[src/rtl/dcache_port_arbiter_pkg.sv]
// Shared constants, port tags and address helpers for the data-memory port arbiter.
package dcache_arb_pkg;

  localparam int unsigned SBOX_BASE = 128;
  localparam int unsigned RAM_WORDS = 384;

  typedef enum logic {
    PORT_A = 1'b0,
    PORT_B = 1'b1
  } port_tag_e;

  function automatic logic [8:0] word_idx(input logic [31:0] addr);
    return addr[10:2];
  endfunction

endpackage

[src/rtl/dcache_port_arbiter_if.sv]
// Requester, memory and status signals of the data-memory port arbiter.
// The arbiter uses the slave modport; requesters and memory model use master.
interface dcache_port_arbiter_if;

  logic        in_a_req;
  logic        in_a_we;
  logic [31:0] in_a_addr;
  logic [31:0] in_a_wdata;
  logic        out_a_gnt;
  logic        out_a_rvalid;
  logic [31:0] out_a_rdata;

  logic        in_b_req;
  logic        in_b_we;
  logic [31:0] in_b_addr;
  logic [31:0] in_b_wdata;
  logic        out_b_gnt;
  logic        out_b_rvalid;
  logic [31:0] out_b_rdata;

  logic        out_mem_wr;
  logic        out_mem_rd;
  logic [31:0] out_mem_addr;
  logic [31:0] out_mem_wdata;
  logic [31:0] in_mem_rdata;
  logic        out_wr_err;

  modport slave (
    input  in_a_req, in_a_we, in_a_addr, in_a_wdata,
    input  in_b_req, in_b_we, in_b_addr, in_b_wdata,
    input  in_mem_rdata,
    output out_a_gnt, out_a_rvalid, out_a_rdata,
    output out_b_gnt, out_b_rvalid, out_b_rdata,
    output out_mem_wr, out_mem_rd, out_mem_addr, out_mem_wdata, out_wr_err
  );

  modport master (
    output in_a_req, in_a_we, in_a_addr, in_a_wdata,
    output in_b_req, in_b_we, in_b_addr, in_b_wdata,
    output in_mem_rdata,
    input  out_a_gnt, out_a_rvalid, out_a_rdata,
    input  out_b_gnt, out_b_rvalid, out_b_rdata,
    input  out_mem_wr, out_mem_rd, out_mem_addr, out_mem_wdata, out_wr_err
  );

endinterface

[src/rtl/dcache_port_arbiter_age_counter.sv]
// Saturating 4-bit count of cycles port B has been refused; sat forces a B grant.
module arb_age_counter #(
  parameter int unsigned MAX = 4
) (
  input  logic in_clk,
  input  logic in_rst,
  input  logic in_inc,
  input  logic in_clr,
  output logic out_sat
);

  logic [3:0] r_cnt;
  logic       w_sat;

  assign w_sat   = (r_cnt == 4'(MAX));
  assign out_sat = w_sat;

  always_ff @(posedge in_clk) begin
    if (in_rst) begin
      r_cnt <= 4'd0;
    end else if (in_clr) begin
      r_cnt <= 4'd0;
    end else if (in_inc && !w_sat) begin
      r_cnt <= r_cnt + 4'd1;
    end
  end

endmodule

[src/rtl/dcache_port_arbiter.sv]
// Two-port arbiter for the single-port data memory: A has priority, B is aged.
// Define WR_PROT_EN to drop writes into the S-box region and pulse out_wr_err instead.
module dcache_port_arbiter
  import dcache_arb_pkg::*;
#(
  parameter int unsigned B_MAX_WAIT = 4
) (
  input logic                  in_clk,
  input logic                  in_rst,
  dcache_port_arbiter_if.slave bus
);

  logic        w_b_sat;
  logic        w_a_win;
  logic        w_b_win;
  logic        w_win;
  logic        w_we;
  logic        w_prot;
  logic [31:0] w_addr;
  logic [31:0] w_wdata;

  logic        r_mem_wr;
  logic        r_mem_rd;
  logic        r_wr_err;
  logic [31:0] r_mem_addr;
  logic [31:0] r_mem_wdata;
  port_tag_e   r_tag;
  logic        r_a_rvalid;
  logic        r_b_rvalid;
  logic [31:0] r_a_rdata;
  logic [31:0] r_b_rdata;

  // B only overrides A once it has been refused B_MAX_WAIT times in a row.
  assign w_a_win = bus.in_a_req & ~(bus.in_b_req & w_b_sat);
  assign w_b_win = bus.in_b_req & ~w_a_win;
  assign w_win   = w_a_win | w_b_win;

  always_comb begin
    w_we    = bus.in_a_we;
    w_addr  = bus.in_a_addr;
    w_wdata = bus.in_a_wdata;
    if (w_b_win) begin
      w_we    = bus.in_b_we;
      w_addr  = bus.in_b_addr;
      w_wdata = bus.in_b_wdata;
    end
  end

`ifdef WR_PROT_EN
  assign w_prot = w_we & (32'(word_idx(w_addr)) >= SBOX_BASE);
`else
  assign w_prot = 1'b0;
`endif

  arb_age_counter #(
    .MAX (B_MAX_WAIT)
  ) u_age (
    .in_clk  (in_clk),
    .in_rst  (in_rst),
    .in_inc  (bus.in_b_req & ~w_b_win),
    .in_clr  (~bus.in_b_req | w_b_win),
    .out_sat (w_b_sat)
  );

  always_ff @(posedge in_clk) begin
    if (in_rst) begin
      r_mem_wr    <= 1'b0;
      r_mem_rd    <= 1'b0;
      r_wr_err    <= 1'b0;
      r_mem_addr  <= 32'd0;
      r_mem_wdata <= 32'd0;
      r_tag       <= PORT_A;
    end else begin
      r_mem_rd <= w_win & ~w_we;
      r_mem_wr <= w_win & w_we & ~w_prot;
      r_wr_err <= w_win & w_prot;
      if (w_win) begin
        r_mem_addr  <= w_addr;
        r_mem_wdata <= w_wdata;
        r_tag       <= w_b_win ? PORT_B : PORT_A;
      end
    end
  end

  // Memory read data is combinational, so capture it at the end of the access cycle.
  always_ff @(posedge in_clk) begin
    if (in_rst) begin
      r_a_rvalid <= 1'b0;
      r_b_rvalid <= 1'b0;
      r_a_rdata  <= 32'd0;
      r_b_rdata  <= 32'd0;
    end else begin
      r_a_rvalid <= r_mem_rd & (r_tag == PORT_A);
      r_b_rvalid <= r_mem_rd & (r_tag == PORT_B);
      if (r_mem_rd && r_tag == PORT_A) r_a_rdata <= bus.in_mem_rdata;
      if (r_mem_rd && r_tag == PORT_B) r_b_rdata <= bus.in_mem_rdata;
    end
  end

  assign bus.out_a_gnt     = w_a_win;
  assign bus.out_b_gnt     = w_b_win;
  assign bus.out_a_rvalid  = r_a_rvalid;
  assign bus.out_b_rvalid  = r_b_rvalid;
  assign bus.out_a_rdata   = r_a_rdata;
  assign bus.out_b_rdata   = r_b_rdata;
  assign bus.out_mem_wr    = r_mem_wr;
  assign bus.out_mem_rd    = r_mem_rd;
  assign bus.out_mem_addr  = r_mem_addr;
  assign bus.out_mem_wdata = r_mem_wdata;
  assign bus.out_wr_err    = r_wr_err;

endmodule

[src/flat_wrapper.sv]
// flat-port wrapper written by rule: the top's interface ports become plain ports
module dcache_port_arbiter_flat import dcache_arb_pkg::*;
#(
  parameter int unsigned B_MAX_WAIT = 4
)
  (in_clk, in_rst, bus_in_a_req, bus_in_a_we, bus_in_a_addr, bus_in_a_wdata, bus_in_b_req, bus_in_b_we, bus_in_b_addr, bus_in_b_wdata, bus_in_mem_rdata, bus_out_a_gnt, bus_out_a_rvalid, bus_out_a_rdata, bus_out_b_gnt, bus_out_b_rvalid, bus_out_b_rdata, bus_out_mem_wr, bus_out_mem_rd, bus_out_mem_addr, bus_out_mem_wdata, bus_out_wr_err);
  dcache_port_arbiter_if bus_i ();
  input logic in_clk;
  input logic in_rst;
  input wire logic [$bits(bus_i.in_a_req)-1:0] bus_in_a_req;
  input wire logic [$bits(bus_i.in_a_we)-1:0] bus_in_a_we;
  input wire logic [$bits(bus_i.in_a_addr)-1:0] bus_in_a_addr;
  input wire logic [$bits(bus_i.in_a_wdata)-1:0] bus_in_a_wdata;
  input wire logic [$bits(bus_i.in_b_req)-1:0] bus_in_b_req;
  input wire logic [$bits(bus_i.in_b_we)-1:0] bus_in_b_we;
  input wire logic [$bits(bus_i.in_b_addr)-1:0] bus_in_b_addr;
  input wire logic [$bits(bus_i.in_b_wdata)-1:0] bus_in_b_wdata;
  input wire logic [$bits(bus_i.in_mem_rdata)-1:0] bus_in_mem_rdata;
  output wire logic [$bits(bus_i.out_a_gnt)-1:0] bus_out_a_gnt;
  output wire logic [$bits(bus_i.out_a_rvalid)-1:0] bus_out_a_rvalid;
  output wire logic [$bits(bus_i.out_a_rdata)-1:0] bus_out_a_rdata;
  output wire logic [$bits(bus_i.out_b_gnt)-1:0] bus_out_b_gnt;
  output wire logic [$bits(bus_i.out_b_rvalid)-1:0] bus_out_b_rvalid;
  output wire logic [$bits(bus_i.out_b_rdata)-1:0] bus_out_b_rdata;
  output wire logic [$bits(bus_i.out_mem_wr)-1:0] bus_out_mem_wr;
  output wire logic [$bits(bus_i.out_mem_rd)-1:0] bus_out_mem_rd;
  output wire logic [$bits(bus_i.out_mem_addr)-1:0] bus_out_mem_addr;
  output wire logic [$bits(bus_i.out_mem_wdata)-1:0] bus_out_mem_wdata;
  output wire logic [$bits(bus_i.out_wr_err)-1:0] bus_out_wr_err;
  assign bus_i.in_a_req = bus_in_a_req;
  assign bus_i.in_a_we = bus_in_a_we;
  assign bus_i.in_a_addr = bus_in_a_addr;
  assign bus_i.in_a_wdata = bus_in_a_wdata;
  assign bus_i.in_b_req = bus_in_b_req;
  assign bus_i.in_b_we = bus_in_b_we;
  assign bus_i.in_b_addr = bus_in_b_addr;
  assign bus_i.in_b_wdata = bus_in_b_wdata;
  assign bus_i.in_mem_rdata = bus_in_mem_rdata;
  assign bus_out_a_gnt = bus_i.out_a_gnt;
  assign bus_out_a_rvalid = bus_i.out_a_rvalid;
  assign bus_out_a_rdata = bus_i.out_a_rdata;
  assign bus_out_b_gnt = bus_i.out_b_gnt;
  assign bus_out_b_rvalid = bus_i.out_b_rvalid;
  assign bus_out_b_rdata = bus_i.out_b_rdata;
  assign bus_out_mem_wr = bus_i.out_mem_wr;
  assign bus_out_mem_rd = bus_i.out_mem_rd;
  assign bus_out_mem_addr = bus_i.out_mem_addr;
  assign bus_out_mem_wdata = bus_i.out_mem_wdata;
  assign bus_out_wr_err = bus_i.out_wr_err;
  dcache_port_arbiter #(.B_MAX_WAIT(B_MAX_WAIT)) u_core (.in_clk(in_clk), .in_rst(in_rst), .bus(bus_i));
endmodule
[config.mk]
export PLATFORM = sky130hd
export DESIGN_NAME = dcache_port_arbiter_flat
export DESIGN_NICKNAME = d
export VERILOG_FILES = /design/src/rtl/dcache_port_arbiter_pkg.sv /design/src/rtl/dcache_port_arbiter_if.sv /design/src/rtl/dcache_port_arbiter_age_counter.sv /design/src/rtl/dcache_port_arbiter.sv /design/src/flat_wrapper.sv
export SDC_FILE = /design/constraint.sdc
export NUM_CORES = 1
export LEC_CHECK = 0
export ABC_AREA = 1
export BUFFER_PORTS_ARGS = -buffer_cell sky130_fd_sc_hd__buf_2
export CAP_MARGIN = 5
export CORE_ASPECT_RATIO = 0.6
export CORE_UTILIZATION = 46
export DETAILED_ROUTE_END_ITERATION = 8
export MAX_ROUTING_LAYER = met4
export PLACE_DENSITY = 0.93
export REMOVE_ABC_BUFFERS = 1
export SYNTH_ARGS = -nofsm -noshare
export SYNTH_HDL_FRONTEND = slang
export SYNTH_HIERARCHICAL = 1
export SYNTH_SLANG_ARGS = --single-unit
[constraint.sdc]
create_clock -name in_clk -period 2.16 [get_ports in_clk]
set_clock_uncertainty 0.1 [all_clocks]
set_input_delay 0.108 -clock in_clk [delete_from_list [all_inputs] [get_ports in_clk]]
set_output_delay 0.108 -clock in_clk [all_outputs]
set_load 0.02 [all_outputs]
# Word level (Yosys, flattened, before mapping)
# Cells that the tools add are included.
[word_totals]
regBits = 137
in_bits = 166
out_inout_bits = 135
word_cells = 37
[op_classes]
addsub = 1
n_eq_ne = 1
mux = 4
bitwise = 16
reduce_logical = 5
[ops]
columns = ["op", "count"]
rows = [
  ["two-way mux 32 bit", 2],
  ["AND 1 bit", 8],
  ["inverter 1 bit", 6],
  ["adder 4 x 1 -> 4 bit, second input constant", 1],
  ["== test 4 x 3 -> 1 bit, second input constant", 1],
  ["logical AND 1 bit", 3],
  ["two-way mux 1 bit", 2],
  ["OR 1 bit", 2],
  ["OR reduction 2 bit", 1],
  ["logical NOT 1 bit", 1],
]

# Longest topological paths before layout
# Gate-level depths: netlist (run 1).
[depth]
word_depth = 9
depth_mapped = 14
depth_no_buf = 13

# Hierarchy
# Netlist (run 1), hierarchy kept.
[modules_own_cells]
columns = ["module", "n_inst", "cells_per_inst", "area_per_inst_um2", "seq_area_each_um2"]
rows = [
  ["dcache_port_arbiter", 1, 862, 5728.0, 2662.6],
  ["arb_age_counter", 1, 36, 242.7, 80.1],
]

# Worst setup path after synthesis (run 1)
# Ideal clock, no wire load.
[synth_path]
path_kind = "register to register"
start = "register u_core.u_age.r_cnt[0]"
end = "register u_core.u_age.r_cnt[2]"
setup_ns = 0.066
arrival_ns = 1.688
t_required_ns = 1.994
slack_ns = 0.306
stages_incl_launch_ff = 15
n_path_buf = 1
synth_period_minus_slack_ns = 1.854
path_cell_list = "dfxtp_1 > inv_1 > ha_1 > nand3_2 > inv_1 > nand2_1 > nand2_1 > buf_2 > inv_1 > nand2_1 > inv_1 > nand2_2 > inv_1 > nand2_1 > a21boi_2"
[synth_via]
elab_chain_cells = 9
word_cells_on_any_way = 13
classes_between = "add/sub (1); eq/ne (1); bitwise (8); reduce/logical (3)"
[synth_lines]
columns = ["element", "line_no", "text"]
rows = [
  ["from (decl)", "dcache_port_arbiter_age_counter.sv:12", "logic [3:0] r_cnt;"],
  ["from (signal assigned)", "dcache_port_arbiter_age_counter.sv:24", "r_cnt <= r_cnt + 4'd1;"],
  ["== test 4 x 3 -> 1 bit *", "dcache_port_arbiter_age_counter.sv:15", "assign w_sat = (r_cnt == 4'(MAX));"],
  ["via u_core.w_b_sat", "dcache_port_arbiter.sv:13", "logic w_b_sat;"],
  ["AND 1 bit *", "dcache_port_arbiter.sv:34", "assign w_a_win = bus.in_a_req & ~(bus.in_b_req & w_b_sat);"],
  ["inverter 1 bit *", "dcache_port_arbiter.sv:34", ""],
  ["AND 1 bit *", "dcache_port_arbiter.sv:34", ""],
  ["via bus_out_a_gnt", "flat_wrapper.sv:19", "output wire logic [$bits(bus_i.out_a_gnt)-1:0] bus_out_a_gnt;"],
  ["inverter 1 bit *", "dcache_port_arbiter.sv:35", "assign w_b_win = bus.in_b_req & ~w_a_win;"],
  ["AND 1 bit *", "dcache_port_arbiter.sv:35", ""],
  ["inverter 1 bit", "dcache_port_arbiter.sv:60", ".in_inc (bus.in_b_req & ~w_b_win),"],
  ["AND 1 bit", "dcache_port_arbiter.sv:60", ""],
  ["logical AND 1 bit", "dcache_port_arbiter_age_counter.sv:23", "end else if (in_inc && !w_sat) begin"],
]
# The timed path passes the listed nets; every way through them passes the cells marked *.
# A chain may end at the register's enable or synchronous reset.

# Worst setup path after layout (run 1)
[layout_path]
start = "register u_core.u_age.r_cnt[0]"
end = "output bus_out_b_gnt"
[layout_via]
elab_chain_cells = 6
[layout_lines]
columns = ["element", "line_no", "text"]
rows = [
  ["== test 4 x 3 -> 1 bit", "dcache_port_arbiter_age_counter.sv:15", ""],
  ["via u_core.w_b_sat", "dcache_port_arbiter.sv:13", ""],
  ["AND 1 bit", "dcache_port_arbiter.sv:34", ""],
  ["inverter 1 bit", "dcache_port_arbiter.sv:34", ""],
  ["AND 1 bit", "dcache_port_arbiter.sv:34", ""],
  ["inverter 1 bit", "dcache_port_arbiter.sv:35", ""],
  ["AND 1 bit", "dcache_port_arbiter.sv:35", ""],
  ["to (decl)", "flat_wrapper.sv:22", "output wire logic [$bits(bus_i.out_b_gnt)-1:0] bus_out_b_gnt;"],
]
# The timed path passes the listed nets, and every way through them passes these cells.

==> impl_metrics.py, run 1 <==
metrics = {
    "sta": {
        "max_slew.worst_pin.slew_ns": 0.545,
        "post_route_clock_period_utilization": 0.974,
        "timing.fmax_ghz": 0.475,
        "setup_violations": 0,
        "max_slew_margin": 0.637,
        "grt_setup_unrepaired": "no",
        "timing_max_transition_violations_final": 0,
        "timing_hold_violations_final": 0,
        "post-route-min-period_ns": 2.10,
    },
    "layout": {
        "syn_to_final_growth_pct": 64.0,
        "design.final.nets": 1507,
        "post_route_cells_drive_above_1_share": 0.263,
        "fillerInstances": 734,
        "layout.cell_area.non_filler_um2": 9790,
    },
    "run": {
        "number_of_maximum_capacitance_constraint_violations": 0,
    },
    "clocking": {
        "clock_tree_from_tritoncts": "yes",
        "cts_made_buffers": 17,
        "clkSlewWorstSetupHoldPaths_ns": 0.06,
        "clkSinkCount": 137,
        "cts.repair_timing.setup_buffer_count": 0,
        "clock-root-buffer": "sky130_fd_sc_hd__clkbuf_16",
        "htree_levels": 4,
        "clk-insertion-delay-late_ns": 0.40,
        "cts_buffer_depth": 2,
    },
    "global_routing": {
        "largest_net_degree_at_the_start_of_global_routing": 50,
        "antenna_found_initial": 1,
        "overflow": 0,
        "grt_pass1_vias": 8215,
        "grt_usage": 0.381,
        "first_pass_grt_wire_length_um": 39300,
    },
    "power_and_ir_drop": {
        "sequentialPowerShare": 0.398,
        "power.density_cell_area_nw_per_um2": 705,
        "fin_total_pwr_mw": 6.90,
        "clockPowerShare": 0.421,
        "power.ir.vdd_worst_mv": 0.489,
        "internal_power_mw": 4.94,
        "swShare": 0.284,
        "comb_power_share": 0.182,
        "netSwitchingPower_mw": 1.96,
        "leakagePower_nw": 5.32,
    },
    "run_status": {
        "run_status": "finished, final reports clean",
    },
    "placement": {
        "globalplace.congestion": 0.846,
        "io_buffers": 299,
        "detailed_place_hpwl_um": 12700,
        "placement.cell_area_um2": 7560,
    },
    "floorplanning": {
        "start_util": 0.484,
        "floorplan.die_area_um2": 13500,
        "core-area_um2": 12300,
        "floorplan.die.width_um": 149,
        "placement_rows": 31,
        "io_pins": 301,
        "die_h_um": 90.3,
    },
    "yosys": {
        "yosys.area.top_type_share": 0.459,
        "ys_seq_area_frac": 0.459,
        "flip_flop_and_latch_count_after_synthesis": 137,
        "syn_avg_cell_area_um2": 6.65,
        "synth.distinct_cells": 22,
        "syn_area_um2": 5970,
        "synth_largest_area_cell": "sky130_fd_sc_hd__dfxtp_1",
        "post_synth_main_area_contributors": "sky130_fd_sc_hd__dfxtp_1 46%, sky130_fd_sc_hd__nand2_1 21%, sky130_fd_sc_hd__nand3_1 11%",
        "syn-instance-count": 898,
        "synth_warnings": 6,
    },
    "routing": {
        "initialDrtViolationCount": 1038,
        "route.detailed.drc": 0,
        "remaining_number_of_nets_flagged_by_the_antenna_check_after_routing": 0,
        "drt-wirelength-per-cell_um": 16.5,
        "total_routed_wirelength_um": 25100,
        "routed-via-count": 8034,
        "dr.pass1.iters": 8,
        "viasPerCell": 5.29,
    },
    "worst_setup_path": {
        "worst-endpoint-required_ns": 1.95,
        "r2r.worst_path.cells": 10,
        "critical-path-top-cell-by-count": "sky130_fd_sc_hd__inv_1",
        "worstPathArrival_ns": 1.90,
        "critical-path-slowest-cell": "sky130_fd_sc_hd__dfxtp_1",
        "r2r_setup_slack_ns": 0.20,
        "worstSetupPathType": "reg -> out",
        "worstPathMaxFanout": 4,
        "crit_path_end_kind": "output pin",
        "cp_slowest_stage_delay_ns": 0.33,
        "worstPathCellList": "inv_1 -> ha_1 -> nand3_2 -> inv_1 -> inv_1 -> a21oi_2 -> buf_2",
        "worstSetupStartpointType": "register",
    },
    "hold_path": {
        "worstHoldPathType": "in -> reg",
        "min_path_cells": 4,
    },
}
-- power by group through the flow --
stage / combinational, mW / clock (mW) / sequential [mW]
floorplan: 0.311 / 0 / 2.96
global placement: 0.923 / 0 / 2.78
detailed placement: 0.944 / 0 / 2.79
CTS: 1.17 / 2.93 / 2.74
global route: 1.33 / 3.06 / 2.76
finish: 1.25 / 2.90 / 2.74
-- timing repair --
action,in CTS,in global routing
endpoints found under the setup margin,0,1
gates resized for setup,0,1
endpoints found under the hold margin,132,0
hold buffers,163,0
-- worst paths after layout --
check	startpoint	to
worst max-delay path	u_core/u_age/r_cnt[0]	bus_out_b_gnt
worst min-delay path	bus_in_a_req	u_core/r_tag
worst max register to register	u_core/u_age/r_cnt[0]	u_core/bus.out_mem_addr[2]
worst min register to register	u_core/bus.out_mem_wdata[3]	u_core/bus.out_mem_wdata[3]
-- cell families (layout without fill, tap and decap cells) --
kind of cell / count (synthesis) / count (layout) / share of synthesized area
AO/OA/AOI/OAI: 70 / 70 / 0.0608
buffers and inverters: 203 / 657 / 0.139
AND/OR/NAND/NOR: 485 / 485 / 0.336
flip-flops: 137 / 137 / 0.459
adder cells (fa/ha/maj): 2 / 2 / 0.00419
other: 1 / 3 / 0.000628
-- metal layers --
metal | vias to the layer above | GRT usage | routed length [um]
met5 | - | - | 0
met4 | 0 | 0.291 | 1710
li1 | 3601 | - | -
met1 | 3564 | 0.405 | 9080
met2 | 687 | 0.605 | 11700
met3 | 182 | 0.104 | 2610
-- worst max-delay path: cells and delay by family (launching register included) --
family,cells,cell delay (ns)
buffers and inverters,4,0.62
adders and majority gates,1,0.17
and+or+nand+nor,1,0.13
DFF,1,0.33
AOI/OAI and AO/OA,1,0.25
-- cells in the final DEF (no fill, tap or decap), types with 2 or more instances in the layout --
| cell type | n |
|---|---|
| sky130_fd_sc_hd__o21ai_0 | 2 |
| sky130_fd_sc_hd__dlygate4sd3_1 | 163 |
| sky130_fd_sc_hd__ha_1 | 2 |
| sky130_fd_sc_hd__inv_1 | 146 |
| sky130_fd_sc_hd__clkbuf_16 | 17 |
| sky130_fd_sc_hd__nand2_2 | 2 |
| sky130_fd_sc_hd__nand2_1 | 338 |
| sky130_fd_sc_hd__bufinv_16 | 2 |
| sky130_fd_sc_hd__nand3_1 | 129 |
| sky130_fd_sc_hd__clkinvlp_4 | 3 |
| sky130_fd_sc_hd__nor2_1 | 11 |
| sky130_fd_sc_hd__buf_4 | 14 |
| sky130_fd_sc_hd__buf_2 | 299 |
| sky130_fd_sc_hd__a21oi_1 | 64 |
| sky130_fd_sc_hd__buf_12 | 2 |
| sky130_fd_sc_hd__diode_2 | 2 |
| sky130_fd_sc_hd__inv_6 | 7 |
| sky130_fd_sc_hd__dfxtp_1 | 137 |
-- flip-flops by register name, summed over array words and instances, names as in the netlist, 4 cells and up --
| signal | flops |
|---|---|
| u_core/bus.out_mem_wdata | 32 |
| u_core/u_age/r_cnt | 4 |
| u_core/bus.out_a_rdata | 32 |
| u_core/bus.out_b_rdata | 32 |
| u_core/bus.out_mem_addr | 32 |
-- synth_stat cells --
master	number
sky130_fd_sc_hd__nor2_2	1
sky130_fd_sc_hd__inv_1	146
sky130_fd_sc_hd__a21oi_1	65
sky130_fd_sc_hd__ha_1	2
sky130_fd_sc_hd__nand4_1	1
sky130_fd_sc_hd__clkbuf_1	18
sky130_fd_sc_hd__conb_1	1
sky130_fd_sc_hd__nand2_2	1
sky130_fd_sc_hd__a21boi_2	1
sky130_fd_sc_hd__dfxtp_1	137
sky130_fd_sc_hd__buf_1	3
sky130_fd_sc_hd__nor2_1	12
sky130_fd_sc_hd__nand2_1	339
sky130_fd_sc_hd__buf_2	26
sky130_fd_sc_hd__nand3_2	1
sky130_fd_sc_hd__buf_4	9
sky130_fd_sc_hd__o21ai_2	1
sky130_fd_sc_hd__o21ai_0	2
sky130_fd_sc_hd__nor3_4	1
sky130_fd_sc_hd__nand3_1	129
sky130_fd_sc_hd__inv_2	1
sky130_fd_sc_hd__a211oi_1	1
-- stage by stage --
stage,utilization,cells,hold WS (ns),worst slack [ns],TNS (ns)
floorplan,-,842,0.0771,-0.729,-31.49
finish,0.794,1519,0.105,0.0563,0
CTS,0.793,1517,0.0756,0.0824,0
global placement,0.613,1322,0.269,0.404,0
detailed placement,0.613,1322,0.274,0.312,0
global route,0.794,1519,0.105,0.0199,0
-- layout make-up --
| cell class | instances | area (um^2) | share of cell area |
|---|---|---|---|
| timing repair buffer | 478 | 3270 | 0.334 |
| inverter | 147 | 552 | 0.0564 |
| clock buffer | 18 | 429 | 0.0438 |
| sequential | 137 | 2740 | 0.280 |
| tap | 165 | 206 | 0.0211 |
| clock inverter | 14 | 160 | 0.0164 |
| multi-input combinational | 558 | 2420 | 0.247 |
| antenna | 2 | 5.00 | 0.000511 |
(Power assumes the default switching activity.)
==> run 2: changes to the inputs <==
Settings changed: MAX_ROUTING_LAYER met4 to not set, SETUP_SLACK_MARGIN set to 0.5, SKIP_LAST_GASP set to 1.
==> impl_metrics.py, run 2 (synthesis results as in run 1) <==
metrics = {
    "worst_setup_path": {
        "critical_path.reg2reg.startpoint": "u_core/u_age/r_cnt[0]",
        "timing.critical_path.from": "u_core/u_age/r_cnt[0]",
        "crit_path_end": "u_core/bus.out_mem_addr[12]",
        "worstSetupPathType": "reg -> reg",
        "r2r.worst_path.cells": 10,
        "worstPathArrival_ns": 1.91,
        "worst-endpoint-required_ns": 2.35,
        "crit_path_end_kind": "register",
        "r2r_setup_slack_ns": 0.44,
        "worstSetupStartpointType": "register",
        "worstPathMaxFanout": 49,
        "worst_r2r_endpoint": "u_core/bus.out_mem_addr[12]",
    },
    "global_routing": {
        "overflow": 0,
        "largest_net_degree_at_the_start_of_global_routing": 50,
        "grt_usage": 0.379,
        "first_pass_grt_wire_length_um": 40400,
        "antenna_found_initial": 1,
        "grt_pass1_vias": 8476,
    },
    "sta": {
        "post-route-min-period_ns": 1.72,
        "grt_setup_unrepaired": "yes",
        "timing_max_transition_violations_final": 0,
        "max_slew.worst_pin.slew_ns": 0.557,
        "hold_slack_ns": 0.127,
        "setup_violations": 0,
        "final.setup.tns_ns": 0,
        "max_slew_margin": 0.629,
        "timing.fmax_ghz": 0.581,
        "timing_hold_violations_final": 0,
        "post_route_clock_period_utilization": 0.797,
    },
    "routing": {
        "dr.pass1.iters": 6,
        "route.detailed.drc": 0,
        "drt-wirelength-per-cell_um": 17.0,
        "total_routed_wirelength_um": 25800,
        "routed-via-count": 8157,
        "initialDrtViolationCount": 821,
        "viasPerCell": 5.35,
        "remaining_number_of_nets_flagged_by_the_antenna_check_after_routing": 0,
    },
    "layout": {
        "layout.cells.most_common_list": "335 x sky130_fd_sc_hd__nand2_1, 297 x sky130_fd_sc_hd__buf_2, 163 x sky130_fd_sc_hd__dlygate4sd3_1",
        "antennaDiodeCount": 0,
        "layout.cells.most_common": "sky130_fd_sc_hd__nand2_1",
        "design.final.nets": 1514,
        "syn_to_final_growth_pct": 66.4,
        "layout.cells.non_filler": 1524,
        "post_route_cells_drive_above_1_share": 0.280,
        "fillerInstances": 695,
        "postLayoutCoreUtil": 0.805,
    },
    "clocking": {
        "clk-insertion-delay-late_ns": 0.40,
        "clkSlewWorstSetupHoldPaths_ns": 0.06,
        "cts_buffer_depth": 2,
        "cts_made_buffers": 17,
        "clock-root-buffer": "sky130_fd_sc_hd__clkbuf_16",
        "htree_levels": 4,
        "clock_tree_from_tritoncts": "yes",
        "clkSinkCount": 137,
    },
    "floorplanning": {
        "core-area_um2": 12300,
        "floorplan.die_area_um2": 13500,
        "die_h_um": 90.3,
        "start_util": 0.484,
        "placement_rows": 31,
        "io_pins": 301,
        "floorplan.die.width_um": 149,
    },
    "placement": {
        "globalplace.congestion": 0.833,
        "detailed_place_hpwl_um": 12700,
        "dp.cells": 1322,
        "io_buffers": 299,
    },
    "hold_path": {
        "min_path_cells": 4,
        "worstHoldPathType": "in -> reg",
        "hp-start": "bus_in_a_req",
    },
    "power_and_ir_drop": {
        "fin_total_pwr_mw": 6.94,
        "leakagePower_nw": 5.37,
        "power.ir.vdd_worst_mv": 0.478,
        "power.density_cell_area_nw_per_um2": 698,
    },
    "run_status": {
        "run_status": "finished, final reports clean",
    },
    "run": {
        "number_of_maximum_capacitance_constraint_violations": 0,
    },
}
[run 2: what timing repair did]
item                                    CTS  global route
hold buffers                            163             0
setup buffers                             7             0
cloned                                    0             0
pin swaps                                 4             3
endpoints found under the setup margin   72           112
endpoints found under the hold margin   132             0
gates resized for setup                  19            14
[run 2: power breakdown]
part | switching, mW | internal (mW)
registers | 0.0780 | 2.67
logic | 0.728 | 0.552
clock network | 1.18 | 1.74
[run 2: how the worst min path moves through the flow]
stage	slack, ns	endpoint
finish	0.13	u_core/r_tag
global route	0.12	u_core/r_tag
CTS	0.07	u_core/r_tag
detailed placement	0.27	u_core/bus.out_b_rdata[20]
global placement	0.27	u_core/bus.out_a_rdata[31]
floorplan	0.08	u_core/bus.out_a_rdata[0]
[run 2: worst max-delay path, cell delays in order (launching register included)]
cell,delay (ns)
sky130_fd_sc_hd__dfxtp_2,0.33
sky130_fd_sc_hd__inv_2,0.07
sky130_fd_sc_hd__ha_4,0.13
sky130_fd_sc_hd__nand3_4,0.08
sky130_fd_sc_hd__inv_4,0.10
sky130_fd_sc_hd__nand2_2,0.07
sky130_fd_sc_hd__nand2_4,0.10
sky130_fd_sc_hd__buf_12,0.24
sky130_fd_sc_hd__nand3_1,0.15
sky130_fd_sc_hd__nand3_1,0.14
sky130_fd_sc_hd__nand2_1,0.06
[run 2: area by class of cell]
class / instances / area [um^2] / share of cell area
inverter: 147 / 554 / 0.0558
tap: 165 / 206 / 0.0208
clock buffer: 18 / 429 / 0.0432
sequential: 137 / 2750 / 0.276
clock inverter: 14 / 160 / 0.0161
multi-input combinational: 558 / 2480 / 0.250
timing repair buffer: 485 / 3360 / 0.338
[run 2: layer usage]
layer | track usage | routed length, um
met1 | 0.410 | 8970
met2 | 0.626 | 12100
met3 | 0.107 | 2960
met4 | 0.300 | 1790
met5 | 0 | 0
[run 2: stage by stage]
stage	instance area, um^2	worst slack (ns)
final	9930	0.439
after global routing	9930	0.423
after CTS	9890	0.490
after detailed placement	7560	0.312
after global placement	7560	0.404
after floorplan	5690	-0.729
